[src/rtl/wb_b3_burst_master_if.sv]
// wb_b3_burst_master_if
// Wishbone B3 bus bundle between the burst master and a slave.
//   wb_adr_o/wb_bte_o/wb_cti_o/wb_cyc_o/wb_stb_o/wb_we_o/wb_sel_o/wb_dat_o : master -> slave
//   wb_ack_i/wb_err_i/wb_rty_i/wb_dat_i                                    : slave -> master
// Signal names keep the master-relative _o/_i suffixes used by the rest of the codebase.
interface wb_b3_burst_master_if #(
    parameter int aw = 32,
    parameter int dw = 32
);
    logic [aw-1:0] wb_adr_o;
    logic [1:0]    wb_bte_o;
    logic [2:0]    wb_cti_o;
    logic          wb_cyc_o;
    logic          wb_stb_o;
    logic          wb_we_o;
    logic [3:0]    wb_sel_o;
    logic [dw-1:0] wb_dat_o;
    logic          wb_ack_i;
    logic          wb_err_i;
    logic          wb_rty_i;
    logic [dw-1:0] wb_dat_i;

    modport master (
        output wb_adr_o, wb_bte_o, wb_cti_o, wb_cyc_o, wb_stb_o, wb_we_o, wb_sel_o, wb_dat_o,
        input  wb_ack_i, wb_err_i, wb_rty_i, wb_dat_i
    );

    modport slave (
        input  wb_adr_o, wb_bte_o, wb_cti_o, wb_cyc_o, wb_stb_o, wb_we_o, wb_sel_o, wb_dat_o,
        output wb_ack_i, wb_err_i, wb_rty_i, wb_dat_i
    );
endinterface

[src/rtl/wb_b3_burst_master.sv]
// wb_b3_burst_master
// Turns a command (start address, direction, 0..16 beats, burst type) into one
// Wishbone B3 registered-feedback burst. Write beats come from a valid/ready
// stream, read beats leave as a one-cycle strobe with registered data.
// Ports:
//   wb_clk_i, wb_rst_i            : clock, synchronous active-high reset
//   cmd_valid_i/cmd_ready_o       : command handshake (ready only when idle)
//   cmd_adr_i/we/len/bte          : command fields, len 0 completes immediately
//   wr_dat_i/wr_valid_i/wr_ready_o: write beat stream
//   rd_dat_o/rd_valid_o           : read beat output, no backpressure
//   done_o, err_o                 : completion pulse, error/abort pulse
//   wb                            : Wishbone master modport
// Optional: define WB_B3_BURST_MASTER_TIMEOUT_EN to abort a burst after 255
// consecutive strobed cycles without any slave termination.
//
// state  | meaning
// IDLE   | no bus cycle, accepting commands
// ACTIVE | cyc high, beats being transferred
module wb_b3_burst_master #(
    parameter int dw = 32,
    parameter int aw = 32
) (
    input  logic          wb_clk_i,
    input  logic          wb_rst_i,
    input  logic          cmd_valid_i,
    output logic          cmd_ready_o,
    input  logic [aw-1:0] cmd_adr_i,
    input  logic          cmd_we_i,
    input  logic [4:0]    cmd_len_i,
    input  logic [1:0]    cmd_bte_i,
    input  logic [dw-1:0] wr_dat_i,
    input  logic          wr_valid_i,
    output logic          wr_ready_o,
    output logic [dw-1:0] rd_dat_o,
    output logic          rd_valid_o,
    output logic          done_o,
    output logic          err_o,
    wb_b3_burst_master_if.master wb
);
    typedef enum logic {IDLE = 1'b0, ACTIVE = 1'b1} state_t;

    state_t        state, state_nxt;
    logic [aw-1:0] adr_q, adr_nxt;
    logic [aw-3:0] word_inc;
    logic          we_q;
    logic [1:0]    bte_q;
    logic [4:0]    rem_q;
    logic          single_q;
    logic          cmd_fire;
    logic          stb;
    logic          abort;
    logic          beat_ack;
    logic          last_ack;

    assign cmd_ready_o = (state == IDLE);
    assign cmd_fire    = cmd_valid_i & cmd_ready_o;
    assign stb         = (state == ACTIVE) & (~we_q | wr_valid_i);

`ifdef WB_B3_BURST_MASTER_TIMEOUT_EN
    // Counts consecutive strobed cycles with no termination; the 255th such
    // cycle aborts the burst.
    logic [7:0] tmo_q;
    logic       stall;
    assign stall = stb & ~wb.wb_ack_i & ~wb.wb_err_i & ~wb.wb_rty_i;
    assign abort = (stb & (wb.wb_err_i | wb.wb_rty_i)) | (stall & (tmo_q == 8'd254));

    always_ff @(posedge wb_clk_i) begin
        if (wb_rst_i || !stall) tmo_q <= 8'd0;
        else                    tmo_q <= tmo_q + 8'd1;
    end
`else
    assign abort = stb & (wb.wb_err_i | wb.wb_rty_i);
`endif

    // err/rty win over a simultaneous ack: the beat is dropped.
    assign beat_ack = stb & wb.wb_ack_i & ~abort;
    assign last_ack = beat_ack & (rem_q == 5'd1);

    always_ff @(posedge wb_clk_i) begin
        if (wb_rst_i) state <= IDLE;
        else          state <= state_nxt;
    end

    always_comb begin
        state_nxt = state;
        unique case (state)
            IDLE:    if (cmd_fire && cmd_len_i != 5'd0) state_nxt = ACTIVE;
            ACTIVE:  if (abort || last_ack)             state_nxt = IDLE;
            default: state_nxt = IDLE;
        endcase
    end

    // Wrapping bursts only step the low word-address bits; upper bits stay put.
    assign word_inc = adr_q[aw-1:2] + {{(aw-3){1'b0}}, 1'b1};

    always_comb begin
        adr_nxt = adr_q;
        case (bte_q)
            2'b00:   adr_nxt      = {word_inc, 2'b00};
            2'b01:   adr_nxt[3:2] = adr_q[3:2] + 2'd1;
            2'b10:   adr_nxt[4:2] = adr_q[4:2] + 3'd1;
            default: adr_nxt[5:2] = adr_q[5:2] + 4'd1;
        endcase
    end

    always_ff @(posedge wb_clk_i) begin
        if (wb_rst_i) begin
            adr_q      <= '0;
            we_q       <= 1'b0;
            bte_q      <= 2'b00;
            rem_q      <= 5'd0;
            single_q   <= 1'b0;
            rd_dat_o   <= '0;
            rd_valid_o <= 1'b0;
            done_o     <= 1'b0;
            err_o      <= 1'b0;
        end else begin
            done_o     <= (cmd_fire & (cmd_len_i == 5'd0)) | last_ack | abort;
            err_o      <= abort;
            rd_valid_o <= beat_ack & ~we_q;
            if (beat_ack && !we_q) rd_dat_o <= wb.wb_dat_i;

            if (cmd_fire) begin
                adr_q    <= cmd_adr_i & ~{{(aw-2){1'b0}}, 2'b11};
                we_q     <= cmd_we_i;
                bte_q    <= cmd_bte_i;
                rem_q    <= cmd_len_i;
                single_q <= (cmd_len_i == 5'd1);
            end else if (abort) begin
                rem_q    <= 5'd0;
            end else if (beat_ack) begin
                rem_q    <= rem_q - 5'd1;
                adr_q    <= adr_nxt;
            end
        end
    end

    assign wb.wb_cyc_o = (state == ACTIVE);
    assign wb.wb_stb_o = stb;
    assign wb.wb_we_o  = we_q;
    assign wb.wb_adr_o = adr_q;
    assign wb.wb_bte_o = bte_q;
    assign wb.wb_sel_o = 4'hf;
    assign wb.wb_dat_o = wr_dat_i;
    assign wb.wb_cti_o = (state != ACTIVE || single_q) ? 3'b000 :
                         (rem_q > 5'd1)                ? 3'b010 : 3'b111;
    assign wr_ready_o  = stb & we_q & wb.wb_ack_i;
endmodule

[src/flat_wrapper.sv]
// flat-port wrapper written by rule: the top's interface ports become plain ports
module wb_b3_burst_master_flat 
#(
    parameter int dw = 32,
    parameter int aw = 32
)
  (wb_clk_i, wb_rst_i, cmd_valid_i, cmd_ready_o, cmd_adr_i, cmd_we_i, cmd_len_i, cmd_bte_i, wr_dat_i, wr_valid_i, wr_ready_o, rd_dat_o, rd_valid_o, done_o, err_o, wb_wb_adr_o, wb_wb_bte_o, wb_wb_cti_o, wb_wb_cyc_o, wb_wb_stb_o, wb_wb_we_o, wb_wb_sel_o, wb_wb_dat_o, wb_wb_ack_i, wb_wb_err_i, wb_wb_rty_i, wb_wb_dat_i);
  wb_b3_burst_master_if #(.aw(aw), .dw(dw)) wb_i ();
  input  logic wb_clk_i;
  input  logic wb_rst_i;
  input  logic cmd_valid_i;
  output logic cmd_ready_o;
  input  logic [aw-1:0] cmd_adr_i;
  input  logic cmd_we_i;
  input  logic [4:0] cmd_len_i;
  input  logic [1:0] cmd_bte_i;
  input  logic [dw-1:0] wr_dat_i;
  input  logic wr_valid_i;
  output logic wr_ready_o;
  output logic [dw-1:0] rd_dat_o;
  output logic rd_valid_o;
  output logic done_o;
  output logic err_o;
  output wire logic [$bits(wb_i.wb_adr_o)-1:0] wb_wb_adr_o;
  output wire logic [$bits(wb_i.wb_bte_o)-1:0] wb_wb_bte_o;
  output wire logic [$bits(wb_i.wb_cti_o)-1:0] wb_wb_cti_o;
  output wire logic [$bits(wb_i.wb_cyc_o)-1:0] wb_wb_cyc_o;
  output wire logic [$bits(wb_i.wb_stb_o)-1:0] wb_wb_stb_o;
  output wire logic [$bits(wb_i.wb_we_o)-1:0] wb_wb_we_o;
  output wire logic [$bits(wb_i.wb_sel_o)-1:0] wb_wb_sel_o;
  output wire logic [$bits(wb_i.wb_dat_o)-1:0] wb_wb_dat_o;
  input wire logic [$bits(wb_i.wb_ack_i)-1:0] wb_wb_ack_i;
  input wire logic [$bits(wb_i.wb_err_i)-1:0] wb_wb_err_i;
  input wire logic [$bits(wb_i.wb_rty_i)-1:0] wb_wb_rty_i;
  input wire logic [$bits(wb_i.wb_dat_i)-1:0] wb_wb_dat_i;
  assign wb_wb_adr_o = wb_i.wb_adr_o;
  assign wb_wb_bte_o = wb_i.wb_bte_o;
  assign wb_wb_cti_o = wb_i.wb_cti_o;
  assign wb_wb_cyc_o = wb_i.wb_cyc_o;
  assign wb_wb_stb_o = wb_i.wb_stb_o;
  assign wb_wb_we_o = wb_i.wb_we_o;
  assign wb_wb_sel_o = wb_i.wb_sel_o;
  assign wb_wb_dat_o = wb_i.wb_dat_o;
  assign wb_i.wb_ack_i = wb_wb_ack_i;
  assign wb_i.wb_err_i = wb_wb_err_i;
  assign wb_i.wb_rty_i = wb_wb_rty_i;
  assign wb_i.wb_dat_i = wb_wb_dat_i;
  wb_b3_burst_master #(.dw(dw), .aw(aw)) u_core (.wb_clk_i(wb_clk_i), .wb_rst_i(wb_rst_i), .cmd_valid_i(cmd_valid_i), .cmd_ready_o(cmd_ready_o), .cmd_adr_i(cmd_adr_i), .cmd_we_i(cmd_we_i), .cmd_len_i(cmd_len_i), .cmd_bte_i(cmd_bte_i), .wr_dat_i(wr_dat_i), .wr_valid_i(wr_valid_i), .wr_ready_o(wr_ready_o), .rd_dat_o(rd_dat_o), .rd_valid_o(rd_valid_o), .done_o(done_o), .err_o(err_o), .wb(wb_i));
endmodule
[config.mk]
export PLATFORM = sky130hd
export DESIGN_NAME = wb_b3_burst_master_flat
export DESIGN_NICKNAME = d
export VERILOG_FILES = /design/src/rtl/wb_b3_burst_master_if.sv /design/src/rtl/wb_b3_burst_master.sv /design/src/flat_wrapper.sv
export SDC_FILE = /design/constraint.sdc
export NUM_CORES = 1
export LEC_CHECK = 0
export BUFFER_PORTS_ARGS = -buffer_cell sky130_fd_sc_hd__buf_2
export CORE_ASPECT_RATIO = 1.25
export CORE_UTILIZATION = 39
export DETAILED_ROUTE_END_ITERATION = 8
export GPL_TIMING_DRIVEN = 0
export HOLD_SLACK_MARGIN = 0.1
export PLACE_DENSITY = 0.81
export SETUP_SLACK_MARGIN = 0.05
export SLEW_MARGIN = 15
export SYNTH_ARGS = -nofsm -noshare
export SYNTH_HDL_FRONTEND = slang
export SYNTH_SLANG_ARGS = --single-unit
[constraint.sdc]
create_clock -name wb_clk_i -period 2.3 [get_ports wb_clk_i]
set_input_delay 0.115 -clock wb_clk_i [delete_from_list [all_inputs] [get_ports wb_clk_i]]
set_output_delay 0.115 -clock wb_clk_i [all_outputs]
set_load 0.05 [all_outputs]
Word level (Yosys, flattened, before mapping):

Cells that the tools add are included.
Widths: inputs -> output; s select.

* flip-flop bits (word level): 75
* input bits: 111
* output and inout bits: 113
* word-level logic and storage cells: 74

* add/sub/neg operators: 5
* magnitude comparators: 1
* equality and inequality tests: 7
* muxes and demuxes: 15
* bitwise operators: 17
* reductions and logical operators: 16

Operators with widths (count)
* $mux 32: 3
* $add 30x1->30 const B: 1
* $mux 26: 1
* $mux 5: 3
* $and 1x1->1: 10
* $eq 5x1->1 const B: 2
* $reduce_and 3->1: 3
* $mux 3: 2
* $ne 2x1->1 const B: 3
* $pmux 2 s3: 1
* $gt 5x1->1 const B: 1
* $logic_not 5->1: 1
* $reduce_bool 5->1: 1
* $sub 5x1->5 const B: 1
* $add 4x1->4 const B: 1
* $or 1x1->1: 4
* $pmux 1 s2: 2
* $reduce_bool 2->1: 2
* $add 3x1->3 const B: 1
* $not 1->1: 3
* $pmux 1 s3: 1
* $reduce_bool 3->1: 1
* $add 2x1->2 const B: 1
* $eq 2x1->1 const B: 1
* 8 further kinds: 11

Depth between registers and ports, before layout:

* depth in word-level cells: 10
* gate-level depth with buffers: 8
* depth with buffers taken out: 7

Worst setup path after synthesis:

OpenSTA, ideal clock, no wires.

* path type: reg-to-output
* start: register u_core.state (netlist: u_core.wb.wb_cyc_o)
* end: output wb_wb_cti_o[2]
* arrival time: 2815 ps
* required time: 2185 ps
* setup slack: -630 ps
* cell stages (with the launch flop): 5
* path buffers: 2
* path through: dfxtp_1 clkbuf_1 inv_1 nor3_1 buf_4

* longest elaborated chain between the ends: 3

Ends and longest elaborated chain
* from (decl): RTL line wb_b3_burst_master.sv:42 `state_t state, state_nxt;`
* from (signal assigned): RTL line wb_b3_burst_master.sv:81 `else state <= state_nxt;`
* $not 1->1
* net cmd_ready_o: RTL line flat_wrapper.sv:12 `output logic cmd_ready_o;`
* $logic_or 1x1->1: RTL line wb_b3_burst_master.sv:145 `assign wb.wb_cti_o = (state != ACTIVE || single_q) ? 3'b000 :`
* $mux 3: RTL line wb_b3_burst_master.sv:145
* to (decl): RTL line flat_wrapper.sv:26 `output wire logic [$bits(wb_i.wb_cti_o)-1:0] wb_wb_cti_o;`

The timed path passes the listed nets, and every way through them passes these cells.

Final worst setup path:

* start: register u_core.bte_q[0] (netlist: u_core.wb.wb_bte_o[0])
* end: register u_core.adr_q[31] (netlist: u_core.wb.wb_adr_o[31])

* longest elaborated chain between the ends: 3

Ends and longest elaborated chain
* from (decl): RTL line wb_b3_burst_master.sv:46 `logic [1:0] bte_q;`
* from (signal assigned): RTL line wb_b3_burst_master.sv:126 `bte_q <= cmd_bte_i;`
* $logic_not 2->1: RTL line wb_b3_burst_master.sv:98 `case (bte_q)`
* $reduce_bool 2->1 (no source line)
* $reduce_and 3->1 (no source line)
* to (signal assigned): RTL line wb_b3_burst_master.sv:124 `adr_q <= cmd_adr_i & ~{{(aw-2){1'b0}}, 2'b11};`
* to (signal assigned): RTL line wb_b3_burst_master.sv:133 `adr_q <= adr_nxt;`
* to (decl): RTL line wb_b3_burst_master.sv:43 `logic [aw-1:0] adr_q, adr_nxt;`

No other way between the ends.
A chain may end at the register's enable or synchronous reset.

==> Implementation_results.wiki <==
{| class="wikitable"
! Metric !! Value
|-
| CTS clk-pin slew, worst paths || 0.06 ns
|-
| Horizontal die dimension || 89.35 µm
|-
| Count of H-tree levels built during CTS || 3
|-
| Area used by sequential logic in the layout || around 1500 µm²
|-
| Gr usage total || 0.2750
|-
| Count of antenna-violating nets left after detailed routing || 0
|-
| Setup Crit Path Kind || flop to flop
|-
| Maximum number of pins on one net before global-route repair || 14
|-
| Post-synthesis area per instance || between 7 and 8 µm²
|-
| Fin crit period || ~2.3 ns
|-
| Element type at the critical path start || flop
|-
| Met3 routed WL || between 800 and 900 µm
|-
| Data required time at the worst endpoint || about 2.5 ns
|-
| Final setup violating endpoints || 2
|-
| Die Y || between 100 and 150 µm
|-
| Max-slew headroom || 0.5959
|-
| Worst voltage drop across the vdd grid || a little over 0.0004 V
|-
| Number of maximum-capacitance constraint violations || 0
|-
| Initial Util || 0.4033
|-
| Share of the synthesized area in the top cell type || 0.4036
|-
| Post-layout worst setup margin || -0.03625 ns
|-
| Leading area contributor after synthesis || sky130_fd_sc_hd__dfxtp_1
|-
| Relative contribution of combinational cells to total power || 0.264
|-
| Core Footprint || a little over 9000 µm²
|-
| Wire length of the first global-routing pass || 20990 µm
|-
| Vias in the first global route || 4494
|-
| Number of distinct library cells after synthesis || 44
|-
| Nets || between 800 and 900
|-
| Synth warnings || 0
|-
| Max Freq || between 400 and 500 MHz
|-
| Register bit count reported by yosys || 75
|-
| WL/cell || roughly 15 µm
|-
| Total gr overflow || 0
|-
| Number of remaining DRC errors || 0
|-
| Setup slack of the most critical reg-to-reg path || -0.04 ns
|-
| NetSw || approximately 1.3 mW
|-
| FP Rows || 39
|-
| Total routed wirelength || 13550 µm
|-
| Per-cell via count in the routed design || between 5 and 6
|-
| Proportion of total power due to net switching || 0.3419
|-
| Overall via count from detail_route || 4545
|-
| Number of clock sinks || 75
|-
| Type of the worst min-delay path || input pin to flop
|-
| Number of buffer cells added on primary ports || ~180
|-
| Setup total negative slack || -0.03939 ns
|-
| Final std cells w/o fill || between 800 and 900
|-
| Part of the Yosys area used for sequential elements || 0.4036
|-
| Seq pwr share || 0.385
|-
| Highest metal layer with signal wires || met4
|-
| Post-route clock skew || 0.004932 ns
|-
| Number of iterations in the first detailed-routing pass || 4
|-
| Data arrival time at the worst-slack endpoint || approximately 2.6 ns
|-
| Result of the run || finished, violations left
|-
| Die Footprint || between 9000 and 10000 µm²
|-
| Final Wtd Congestion || a little under 0.9
|-
| Post-DP HPWL || approximately 8700 µm
|-
| Period utilisation layout || 1.016
|-
| Netlist area before placement || between 3000 and 4000 µm²
|-
| Share of power burned in the clock network || 0.351
|-
| Number of buffers on the longest clock path || 2
|-
| Number of clock buffers inserted by TritonCTS || 9
|-
| Initial antenna violation count || 0
|-
| Slew Viols, Final || 0
|-
| Cell leakage power || about 2.6 nW
|-
| Initial detailed-routing violation count || about 170
|-
| Worst-Margin Slew || approximately 0.6 ns
|-
| Power per cell area || roughly 630 nW/µm²
|-
| Routed met1 length || 4993 µm
|-
| Cells after Synth || about 480
|-
| Failing checks || setup timing
|-
| Maximum fanout count along the critical path || 5
|-
| Multi-input gate area || around 1900 µm²
|-
| Area growth, synth to finish || 61.39%
|-
| Internal power summed over all cells || 2.472 mW
|-
| Worst setup EP type || flop
|-
| Source-to-sink clock delay at the later pin of the worst-skew pair || between 0.3 and 0.4 ns
|-
| Layout cells sized above 1 || 0.3897
|-
| Boundary pin count || between 200 and 250
|-
| Total met2 wirelength after detailed routing || just over 7000 µm
|-
| Final core area utilization || 0.6509
|-
| Inserted Diodes || 0
|-
| Top cells by area, synth || sky130_fd_sc_hd__dfxtp_1 40%, sky130_fd_sc_hd__nand2_1 9.2%, sky130_fd_sc_hd__buf_4 7.9%
|-
| Clock tree from TritonCTS || built
|-
| RSZ-0062 raised after global routing || true
|-
| Final Hold Violating Endpoints || 0
|-
| Worst slack at placement || -0.2533 ns
|-
| Root Driver || sky130_fd_sc_hd__clkbuf_16
|-
| Fillers || approximately 740
|-
| Count of placed standard cells including taps || between 700 and 800
|}
-- power groups by stage --
stage	clock, mW	combinational (mW)	sequential (mW)
2_1_floorplan	0	0.425	1.66
3_3_place_gp	0	0.849	1.46
3_5_place_dp	0	0.861	1.47
4_1_cts	1.35	0.971	1.44
5_1_grt	1.40	1.06	1.45
6_report	1.32	0.991	1.45
-- critical path: stages, from the launching register on --
cell,delay [ns]
sky130_fd_sc_hd__dfxtp_4,0.35
sky130_fd_sc_hd__inv_4,0.05
sky130_fd_sc_hd__ha_4,0.12
sky130_fd_sc_hd__and4bb_2,0.24
sky130_fd_sc_hd__nand4_1,0.17
sky130_fd_sc_hd__or4_4,0.49
sky130_fd_sc_hd__buf_6,0.15
sky130_fd_sc_hd__or4_4,0.40
sky130_fd_sc_hd__a311oi_1,0.26
-- through the flow --
stage	hold slack [ns]	total power, mW	area [µm²]
CTS	0.1058	3.755	5951
global route	0.1337	3.912	6003
detailed placement	0.3628	2.329	4857
floorplan	0.2406	2.088	3792
global placement	0.3562	2.312	4857
finish	0.1153	3.756	6003
-- timing repair --
| action | 4_1_cts | 5_1_grt |
|---|---|---|
| pin swaps | 4 | 5 |
| gates resized for setup | 14 | 15 |
| buffers inserted | 12 | 1 |
| gates cloned | 1 | 0 |
| setup endpoints to repair | 52 | 66 |
| endpoints found under the hold margin | 67 | 0 |
| hold buffers | 66 | 0 |
-- synthesized netlist by cell type --
| master | count |
|---|---|
| sky130_fd_sc_hd__nand3b_1 | 1 |
| sky130_fd_sc_hd__or3b_1 | 1 |
| sky130_fd_sc_hd__o211a_1 | 1 |
| sky130_fd_sc_hd__a22oi_1 | 5 |
| sky130_fd_sc_hd__and4bb_2 | 1 |
| sky130_fd_sc_hd__nor3_1 | 14 |
| sky130_fd_sc_hd__nand4_1 | 6 |
| sky130_fd_sc_hd__and4_1 | 2 |
| sky130_fd_sc_hd__buf_6 | 1 |
| sky130_fd_sc_hd__conb_1 | 2 |
| sky130_fd_sc_hd__nand3_2 | 1 |
| sky130_fd_sc_hd__and2_1 | 3 |
| sky130_fd_sc_hd__nor4b_1 | 1 |
| sky130_fd_sc_hd__inv_1 | 13 |
| sky130_fd_sc_hd__ha_1 | 5 |
| sky130_fd_sc_hd__or3_1 | 10 |
| sky130_fd_sc_hd__o21ai_0 | 11 |
| sky130_fd_sc_hd__xor2_1 | 2 |
| sky130_fd_sc_hd__or3_2 | 2 |
| sky130_fd_sc_hd__clkbuf_1 | 25 |
| sky130_fd_sc_hd__nor2_1 | 34 |
| sky130_fd_sc_hd__o41ai_1 | 2 |
| sky130_fd_sc_hd__or4_1 | 4 |
| sky130_fd_sc_hd__nand3_1 | 7 |
| sky130_fd_sc_hd__a211oi_1 | 13 |
| sky130_fd_sc_hd__nand2b_1 | 3 |
| sky130_fd_sc_hd__nand2_1 | 91 |
| sky130_fd_sc_hd__nand4b_1 | 1 |
| sky130_fd_sc_hd__a21oi_1 | 47 |
| sky130_fd_sc_hd__o31ai_1 | 2 |
| sky130_fd_sc_hd__o211ai_1 | 5 |
| sky130_fd_sc_hd__buf_1 | 3 |
| sky130_fd_sc_hd__dfxtp_1 | 75 |
| sky130_fd_sc_hd__buf_4 | 39 |
| sky130_fd_sc_hd__and3_1 | 2 |
| sky130_fd_sc_hd__a311oi_1 | 11 |
| sky130_fd_sc_hd__buf_2 | 1 |
| sky130_fd_sc_hd__nor4_1 | 7 |
| sky130_fd_sc_hd__a21o_1 | 1 |
| sky130_fd_sc_hd__a31oi_1 | 2 |
| sky130_fd_sc_hd__or2_2 | 3 |
| sky130_fd_sc_hd__xnor2_1 | 14 |
| sky130_fd_sc_hd__nor2b_1 | 1 |
| sky130_fd_sc_hd__or4_4 | 1 |
-- cell usage in the layout, fill, tap and decap left out, drive strengths merged, types with 3 or more instances in the layout --
master / synthesis / layout
and2: 3 / 3
or4: 5 / 5
xnor2: 14 / 14
clkinv: 0 / 3
buf: 44 / 240
o211ai: 5 / 5
conb: 2 / 6
inv: 13 / 14
nand2b: 3 / 3
a311oi: 11 / 11
nand4: 6 / 6
or2: 3 / 3
nand2: 91 / 91
clkbuf: 25 / 34
nor3: 14 / 14
ha: 5 / 5
a211oi: 13 / 13
or3: 12 / 12
dfxtp: 75 / 75
nand3: 8 / 8
dlygate4sd3: 0 / 66
o21ai: 11 / 11
a22oi: 5 / 5
nor2: 34 / 34
a21oi: 47 / 47
nor4: 7 / 7
-- state kept, by name (all words and copies together) (netlist names) --
register / cells
u_core.rem_q: 5
u_core.wb.wb_bte_o: 2
u_core.rd_dat_o: 32
u_core.rd_valid_o: 1
u_core.wb.wb_cyc_o: 1
u_core.err_o: 1
u_core.single_q: 1
u_core.wb.wb_adr_o: 30
u_core.wb.wb_we_o: 1
u_core.done_o: 1
-- cell type report --
class                      count  share of cell area
multi-input combinational    323              0.3124
tap                          123             0.02564
clock inverter                 6            0.006669
buffer                        68             0.07065
sequential                    75              0.2576
inverter                      13            0.008962
timing repair buffer         262              0.2782
clock buffer                  10             0.03981
-- worst paths after layout --
path	start	to	depth (start not counted)
min	cmd_adr_i[23]	u_core.wb.wb_adr_o[23]	3
max reg2reg	u_core.wb.wb_bte_o[0]	u_core.wb.wb_adr_o[31]	8
max	u_core.wb.wb_bte_o[0]	u_core.wb.wb_adr_o[31]	8
min reg2reg	u_core.rd_dat_o[1]	u_core.rd_dat_o[1]	2
-- logic make-up after synthesis --
logic type      share of synthesized area
compound gates                     0.1672
xor+xnor                          0.03767
fa+ha+maj                         0.01682
buf+inv                            0.1245
flops                              0.4036
other cells                      0.002019
simple gates                       0.2482
-- per-layer routing --
metal	vias up	global-route usage
met1	2116	0.2740
li1	2163	-
met4	0	0.1492
met5	-	0
met3	40	0.05957
met2	226	0.5084
(Power assumes the default switching activity.)
